File: src/rtl/sub_arb_pkg.sv
// sub_arb_pkg: FSM state type and id-width helper for sub_share_arbiter (SUB_ARB_SAT_EN selects saturating diff)
package sub_arb_pkg;
  typedef enum logic [1:0] {IDLE, EXEC, RESP} sub_arb_state_t;
  function automatic int id_width(input int r);
    return (r > 1) ? $clog2(r) : 1;
  endfunction
endpackage

File: src/rtl/N_bit_substractor.sv
// N_bit_substractor: unsigned a-b with borrow out on carry_out
module N_bit_substractor #(
  parameter int N = 8
) (
  input  logic [N-1:0] a,
  input  logic [N-1:0] b,
  output logic [N-1:0] diff,
  output logic         carry_out
);
  assign {carry_out, diff} = {1'b0, a} - {1'b0, b};
endmodule

File: src/rtl/rr_grant.sv
// rr_grant: combinational round-robin picker, first set request at or above ptr with wrap
module rr_grant #(
  parameter int R   = 4,
  parameter int IDW = 2
) (
  input  logic [R-1:0]   req,
  input  logic [IDW-1:0] ptr,
  output logic [R-1:0]   gnt,
  output logic [IDW-1:0] gnt_id,
  output logic           any
);
  always_comb begin
    gnt = '0;
    gnt_id = '0;
    any = 1'b0;
    for (int i = 0; i < R; i++) begin
      if (!any && req[(int'(ptr) + i) % R]) begin
        any = 1'b1;
        gnt[(int'(ptr) + i) % R] = 1'b1;
        gnt_id = IDW'((int'(ptr) + i) % R);
      end
    end
  end
endmodule

File: src/rtl/sub_share_arbiter.sv
// sub_share_arbiter: round-robin sharing of one subtractor among R requesters (SUB_ARB_SAT_EN clamps diff to 0 on borrow)
module sub_share_arbiter
  import sub_arb_pkg::*;
#(
  parameter int N = 8,
  parameter int R = 4,
  localparam int IDW = id_width(R)
) (
  input  logic           clk,
  input  logic           rst,
  input  logic [R-1:0]   req_valid,
  input  logic [R*N-1:0] req_a,
  input  logic [R*N-1:0] req_b,
  output logic [R-1:0]   req_ready,
  output logic           rsp_valid,
  output logic [IDW-1:0] rsp_id,
  output logic [N-1:0]   rsp_diff,
  output logic           rsp_borrow,
  input  logic           rsp_ready
);
  sub_arb_state_t state, state_nx;
  logic [IDW-1:0] ptr, op_id, gnt_id;
  logic [N-1:0] op_a, op_b, diff;
  logic [R-1:0] gnt;
  logic any, borrow;
  rr_grant #(.R(R), .IDW(IDW)) u_grant (
    .req(req_valid), .ptr(ptr), .gnt(gnt), .gnt_id(gnt_id), .any(any)
  );
  N_bit_substractor #(.N(N)) u_sub (
    .a(op_a), .b(op_b), .diff(diff), .carry_out(borrow)
  );
  // gated by rst so a requester never sees an accept that reset would discard
  assign req_ready = (state == IDLE && !rst) ? gnt : '0;
  always_comb begin
    state_nx = (state == IDLE) ? (any ? EXEC : IDLE) :
               (state == EXEC) ? RESP :
               (rsp_ready ? IDLE : RESP);
  end
  always_ff @(posedge clk) begin
    if (rst) begin
      state <= IDLE;
      ptr <= '0;
      rsp_valid <= 1'b0;
      rsp_id <= '0;
      rsp_diff <= '0;
      rsp_borrow <= 1'b0;
      op_a <= '0;
      op_b <= '0;
      op_id <= '0;
    end else begin
      state <= state_nx;
      if (state == IDLE && any) begin
        op_a <= req_a[int'(gnt_id)*N +: N];
        op_b <= req_b[int'(gnt_id)*N +: N];
        op_id <= gnt_id;
      end
      if (state == EXEC) begin
        rsp_valid <= 1'b1;
        rsp_id <= op_id;
`ifdef SUB_ARB_SAT_EN
        rsp_diff <= borrow ? '0 : diff;
`else
        rsp_diff <= diff;
`endif
        rsp_borrow <= borrow;
      end
      if (state == RESP && rsp_ready) begin
        rsp_valid <= 1'b0;
        ptr <= (op_id == IDW'(R-1)) ? '0 : op_id + IDW'(1);
      end
    end
  end
endmodule

File: config.mk
export PLATFORM = sky130hd
export DESIGN_NAME = sub_share_arbiter
export DESIGN_NICKNAME = d
export VERILOG_FILES = /design/src/rtl/sub_arb_pkg.sv /design/src/rtl/N_bit_substractor.sv /design/src/rtl/rr_grant.sv /design/src/rtl/sub_share_arbiter.sv
export SDC_FILE = /design/constraint.sdc
export NUM_CORES = 1
export LEC_CHECK = 0
export CAP_MARGIN = 10
export CORE_ASPECT_RATIO = 0.6
export CORE_MARGIN = 3
export CORE_UTILIZATION = 41
export DETAILED_ROUTE_END_ITERATION = 16
export PLACE_DENSITY = 0.77
export SETUP_SLACK_MARGIN = 0.3
export SLEW_MARGIN = 5
export SYNTH_ARGS = -nofsm -noshare
export SYNTH_HDL_FRONTEND = slang
export SYNTH_HIERARCHICAL = 1
export SYNTH_SLANG_ARGS = --single-unit
File: constraint.sdc
create_clock -name clk -period 2.9 [get_ports clk]
set_clock_uncertainty 0.2 [all_clocks]
set_input_delay 0.435 -clock clk [delete_from_list [all_inputs] [get_ports clk]]
set_output_delay 0.435 -clock clk [all_outputs]
set_load 0.02 [all_outputs]
==> Word level (Yosys, flattened, before mapping) <==
Index checks and enable logic that the tools add are counted.
W data, S select, Z words.
{ "word_totals": {"elab_cells": 89, "input_bits": 71, "reg_bits": 34, "out_inout_bits": 16} }
{ "op_classes": {"shifts": 2, "magnitude_cmp": 8, "bitwise_logic": 6, "n_mux": 37, "n_eq_ne": 3, "reduce_logical": 19, "addsub": 5} }
{ "ops": {"columns": ["operator", "count"], "rows": [
  ["$shiftx A32 B6 Y8", 2],
  ["$mux W4", 5],
  ["$mux W1", 16],
  ["$mux W2", 8],
  ["$lt A3 B4 Y1 const B", 3],
  ["$or A4 B4 Y4", 3],
  ["$logic_and A1 B1 Y1", 10],
  ["$ge A3 B1 Y1 const B", 3],
  ["$sub A8 B8 Y9", 1],
  ["$bmux W1 S2", 4],
  ["$demux W1 S2", 4],
  ["$reduce_or A2 Y1", 4],
  ["$add A2 B1 Y2 const B", 2],
  ["$add A2 B2 Y2 const B", 2],
  ["$eq A2 B2 Y1 const B", 2],
  ["$logic_not A1 Y1", 4],
  ["$and A1 B1 Y1 const A", 3],
  ["$lt A2 B3 Y1 const B", 1],
  ["$eq A2 B1 Y1 const B", 1],
  ["$ge A2 B1 Y1 const B", 1],
  ["$logic_not A2 Y1", 1]
]} }

==> Depth between registers and ports, before layout <==
{ "depth": {"word_depth": 16, "ltp_mapped": 12, "depth_no_buf": 10} }

==> Modules after synthesis <==
The synthesis kept the hierarchy.
{ "by_module_without_submodules": {"columns": ["module", "cells_per_inst", "area_per_inst_um2", "instances", "seq_area_each_um2"], "rows": [
  ["sub_share_arbiter", 135, 1596.5, 1, 680.7],
  ["rr_grant", 45, 419.2, 1, 0.0],
  ["N_bit_substractor", 48, 354.1, 1, 0.0]
]} }

==> Worst setup path after synthesis <==
Ideal clock, no wire load.
{ "synth_path": {"kind": "register to register", "from": "register ptr[0]", "to": "register op_a[0]", "path_stages_with_launch": 13, "arrival_time_ps": 2755, "path_buffers": 4, "slack_ps": -172, "period_less_slack_ps": 3072, "required_time_ps": 2583, "setup_time_ps": 117, "cell_sequence": "dfxtp_1 buf_6 inv_1 ha_1 mux4_2 buf_6 nor4b_4 nor2_1 a32o_1 buf_2 buf_2 mux4_2 a22o_1"} }
{ "synth_via": {"elab_chain_len": 13, "word_cells_on_any_way": 30, "cone_classes": "3 x add/sub; 1 x shift; 19 x mux; 7 x reduce/logical"} }
{ "synth_rtl": {"columns": ["element", "line_no", "rtl"], "rows": [
  ["start: declaration", "sub_share_arbiter.sv:22", "logic [IDW-1:0] ptr, op_id, gnt_id;"],
  ["start signal: assignment", "sub_share_arbiter.sv:69", "ptr <= (op_id == IDW'(R-1)) ? '0 : op_id + IDW'(1);"],
  ["$add A2 B1 Y2 / $bmux W1 S2 (equally long branches)", "rr_grant.sv:17, rr_grant.sv:20", null],
  ["$bmux W1 S2 / $mux W1 (equally long branches)", "rr_grant.sv:17", "if (!any && req[(int'(ptr) + i) % R]) begin"],
  ["$mux W1 (implied by the code)", "rr_grant.sv:17", null],
  ["$mux W1 (implied by the code) / $logic_not A1 Y1 (equally long branches)", "rr_grant.sv:17", null],
  ["$logic_and A1 B1 Y1", "rr_grant.sv:17", null],
  ["$mux W1", "rr_grant.sv:17", null],
  ["$logic_not A1 Y1", "rr_grant.sv:17", null],
  ["$logic_and A1 B1 Y1", "rr_grant.sv:17", null],
  ["$mux W1", "rr_grant.sv:17", null],
  ["$logic_not A1 Y1", "rr_grant.sv:17", null],
  ["$logic_and A1 B1 Y1", "rr_grant.sv:17", null],
  ["$mux W2 *", "rr_grant.sv:17", null],
  ["net gnt_id[1]", "sub_share_arbiter.sv:22", null],
  ["$shiftx A32 B6 Y8 *", "sub_share_arbiter.sv:53", "op_a <= req_a[int'(gnt_id)*N +: N];"],
  ["end signal: assignment", "sub_share_arbiter.sv:53", null],
  ["end: declaration", "sub_share_arbiter.sv:23", "logic [N-1:0] op_a, op_b, diff;"]
]} }
The timed path passes the listed nets; every way through them passes the cells marked *. The select of a mux whose other input is x is not followed.
A chain may end at the register's enable or synchronous reset.

==> Final worst setup path <==
{ "layout_path": {"from": "register ptr[0]", "to": "output req_ready[2]"} }
{ "layout_via": {"elab_chain_len": 14, "word_cells_on_any_way": 57, "cone_classes": "3 x add/sub; 8 x order compare; 27 x mux; 6 x bitwise; 13 x reduce/logical"} }
{ "layout_rtl": {"columns": ["element", "line_no", "rtl"], "rows": [
  ["$add A2 B1 Y2", "rr_grant.sv:17, rr_grant.sv:19", null],
  ["$reduce_or A2 Y1 (no source line)", null, null],
  ["$and A1 B1 Y1 (no source line)", null, null],
  ["$lt A3 B4 Y1 (implied by the code) / $ge A3 B1 Y1 (equally long branches)", "rr_grant.sv:19", "gnt[(int'(ptr) + i) % R] = 1'b1;"],
  ["$logic_and A1 B1 Y1 (implied by the code)", "rr_grant.sv:19", null],
  ["$mux W1 (implied by the code)", "rr_grant.sv:19", null],
  ["$demux W1 S2", null, null],
  ["$or A4 B4 Y4 (no source line)", null, null],
  ["$mux W4", "rr_grant.sv:17", null],
  ["$or A4 B4 Y4 (no source line)", null, null],
  ["$mux W4", "rr_grant.sv:17", null],
  ["$or A4 B4 Y4 (no source line)", null, null],
  ["$mux W4 *", "rr_grant.sv:17", null],
  ["net gnt[2]", "sub_share_arbiter.sv:24", "logic [R-1:0] gnt;"],
  ["$mux W4 *", "sub_share_arbiter.sv:33", "assign req_ready = (state == IDLE && !rst) ? gnt : '0;"],
  ["end: declaration", "sub_share_arbiter.sv:14", "output logic [R-1:0] req_ready,"]
]} }
Marked as above.

==> metrics <==
EDFF count, synth=0; fin crit share=1.04; # H-tree levels=2; first-pass GRT wire length=11.1 mm; Area Growth Syn to Fin=58.2%; DPL Wire Length=4.95 mm; Max-Cap Viols=0; family with the most delay on the worst path=multiplexers; Int Pwr=1.37 mW; Clock Sinks=34; GRT overflow=0; post-route cell area=3750 um2; synthesized flop and latch total=34; via count=2233; register area=688 um2; antenna violation net count after detailed routing=0; worst skew pair latency=0.29 ns; die width=104 um; Cells after Synth=228; Sw Ratio=0.341; Ys Warns=6; largest cells by area after synthesis=dfxtp_1, mux4_2, mux4_1, ha_1, a22o_1; Max stage delay on crit path=0.55 ns; R2R depth=11; setup ws final=-0.118 ns; crit path cell chain=buf_6 -> mux4_2 -> nor4b_4 -> buf_4 -> buf_6 -> a22oi_2 -> o21ai_1 -> and2_4 -> buf_6; status=finished, violations left; CTS root buf=clkbuf_8; Rel. slew slack=0.507; WL final=6.96 mm; Max Clock Freq=0.331 GHz; Final Hold Fails=0; Final Max Tran Viols=0; failing checks=negative setup slack; drt via density=5.29; Diodes inserted=0; Synth area leader=dfxtp_1; Most common cell on crit path=buf_6; port buffer count=86; Die H=64.9 um; share of flip-flops with an asynchronous set or reset=0; Final nets=430; First DRT Iteration DRCs=101; Seq/Total Area, Yosys=0.287; total power=2.07 mW; GRT Util Overall=0.210; crit path capture type=primary output; overall die area=6760 um2; Psw=707 uW; arrival time worst endpoint=2.38 ns; # setup viols final=20; detailed-route wire length per cell=16.5 um; sequential power share=0.290; Hold Path Stages=2; Distinct cells, synth=48; Mean Syn Cell Area=10.4 um2; CTS clock-pin slew for the worst setup and hold paths=0.07 ns; layout filler cell count=425; Num CTS Buffers=5; Initial Util=0.447; vias in the first global route=2321; Worst Path Required=2.27 ns; Max clock buf depth=2; top cell type's share of synthesized area=0.287; power share of the combinational group=0.500; TritonCTS clock tree=built; syn nets=314; critical-path maximum fanout=5; crit path buf inv count=4; clock power share=0.210; CTS hold repair buffers=0; DRC viols=0; multi-input combinational cell area=1580 um2; cell area after synthesis=2370 um2; maximum VDD drop=0.248 mV; largest net degree at the start of global routing=19; fin crit period=3.02 ns; worst min-delay path class=register to register; worst slew pin tran=0.738 ns; DP Area=3450 um2; Most used DFF post-synth=dfxtp_1; type of the worst setup path=register to primary output; Worst setup SP type=register; Hold EP=rsp_diff[4]; RSZ-0062 raised after global routing=yes; RD Place Congestion=0.780; reg2reg end=op_a[2]; Worst path slowest cell=mux4_2; Initial DRT Pass Iterations=4; Core Region=5310 um2; Static Leak=1.47 nW; Cell Pwr Density=553 nW/um2; Worst R2R Start=ptr[0]; share of post-route cells with drive strength above 1=0.275; I/O pin total=87; r2r setup slk=-0.11 ns; # rows=20; Min-Delay Startpoint=rsp_diff[4]; initial antenna violation count=0
## through the flow
step | setup WS, ns | utilization | cells | hold slack (ns) | TNS (ns)
after global routing | -0.186 | 0.707 | 422 | 0.276 | -2.81
after global placement | -0.600 | 0.650 | 399 | 0.246 | -11.03
after detailed placement | -0.653 | 0.650 | 399 | 0.250 | -12.29
after floorplan | -0.0115 | - | 228 | 0.248 | -0.104
final | -0.118 | 0.707 | 422 | 0.258 | -1.63
after CTS | -0.0513 | 0.697 | 419 | 0.260 | -0.242
## what timing repair did
item	in CTS	in global routing
buffers inserted	12	3
resized for setup	54	10
pin swaps	5	4
setup endpoints to repair	22	23
## layout by cell type (no fill, tap or decap), drive strengths merged, types with 5 or more instances in the layout
cell type	Yosys	routed
a21oi	15	15
mux4	20	20
and2	5	5
o21ai	8	8
nor2	13	13
inv	16	16
a22oi	8	8
nand2	25	25
clkdlybuf4s50	0	78
dfxtp	34	34
clkbuf	3	7
a22o	16	16
ha	14	14
buf	11	41
## how the worst max path moves through the flow
stage	cells after the start	to	from
after global routing	9	req_ready[2]	ptr[1]
after detailed placement	8	op_a[2]	req_valid[3]
after global placement	8	op_b[4]	req_valid[3]
after floorplan	12	op_a[0]	ptr[0]
final	9	req_ready[2]	ptr[0]
after CTS	11	req_ready[0]	ptr[0]
## synth_stat cells (all sizes together) (2+ instances only)
master  count
a21boi      2
a21oi      15
a22o       16
a22oi       8
and2        5
buf        11
clkbuf      3
dfxtp      34
ha         14
inv        16
mux2        2
mux2i       4
mux4       20
nand2      25
nand2b      2
nor2       13
nor2b       3
nor3        3
o211ai      2
o21a        3
o21ai       8
or3         2
xnor2       4
## power groups by stage
| stage | Sequential (mW) | Clock (mW) | Combinational [mW] |
|---|---|---|---|
| global placement | 0.611 | 0 | 0.914 |
| global route | 0.612 | 0.466 | 1.11 |
| floorplan | 0.631 | 0 | 0.603 |
| CTS | 0.601 | 0.436 | 1.00 |
| detailed placement | 0.613 | 0 | 0.935 |
| finish | 0.602 | 0.435 | 1.04 |
## worst reg2reg max path: cells and delay by family (launching register included)
| kind | cells | cell delay (ns) |
|---|---|---|
| adder cells (fa/ha/maj) | 1 | 0.27 |
| AND/OR/NAND/NOR | 1 | 0.28 |
| AO/OA/AOI/OAI | 3 | 0.37 |
| flip-flops | 1 | 0.41 |
| multiplexers | 2 | 0.87 |
| buffers and inverters | 4 | 0.51 |
## registers in the layout, indices dropped and copies added, names as in the netlist
name        cells
op_a            8
op_b            8
rsp_diff        8
op_id           2
ptr             2
rsp_id          2
state           2
rsp_borrow      1
rsp_valid       1
## final cells by class
class,count,area share
repair buffers,123,0.325
clock buffers,7,0.0204
inverters,16,0.0167
clock inverters,1,0.00801
flip-flops and latches,34,0.184
well taps,77,0.0257
multi-input cells,164,0.421
## layer usage
metal | global-route usage | up-vias | part of all wire
met5 | 0 | - | 0
met4 | 0.0348 | 0 | 0.0016
met3 | 0.0697 | 2 | 0.10
met2 | 0.340 | 116 | 0.44
met1 | 0.280 | 1038 | 0.46
li1 | - | 1077 | -
## cell families (layout without fill, tap and decap cells)
group / count (synthesis) / in the layout / share of synthesized area
buf+inv: 30 / 147 / 0.0702
simple gates: 58 / 58 / 0.128
fa+ha+maj: 15 / 15 / 0.0824
compound gates: 61 / 61 / 0.186
xor+xnor: 4 / 4 / 0.0148
flops: 34 / 34 / 0.287
mux: 26 / 26 / 0.231
No activity file was read; power rests on OpenSTA's default activity.
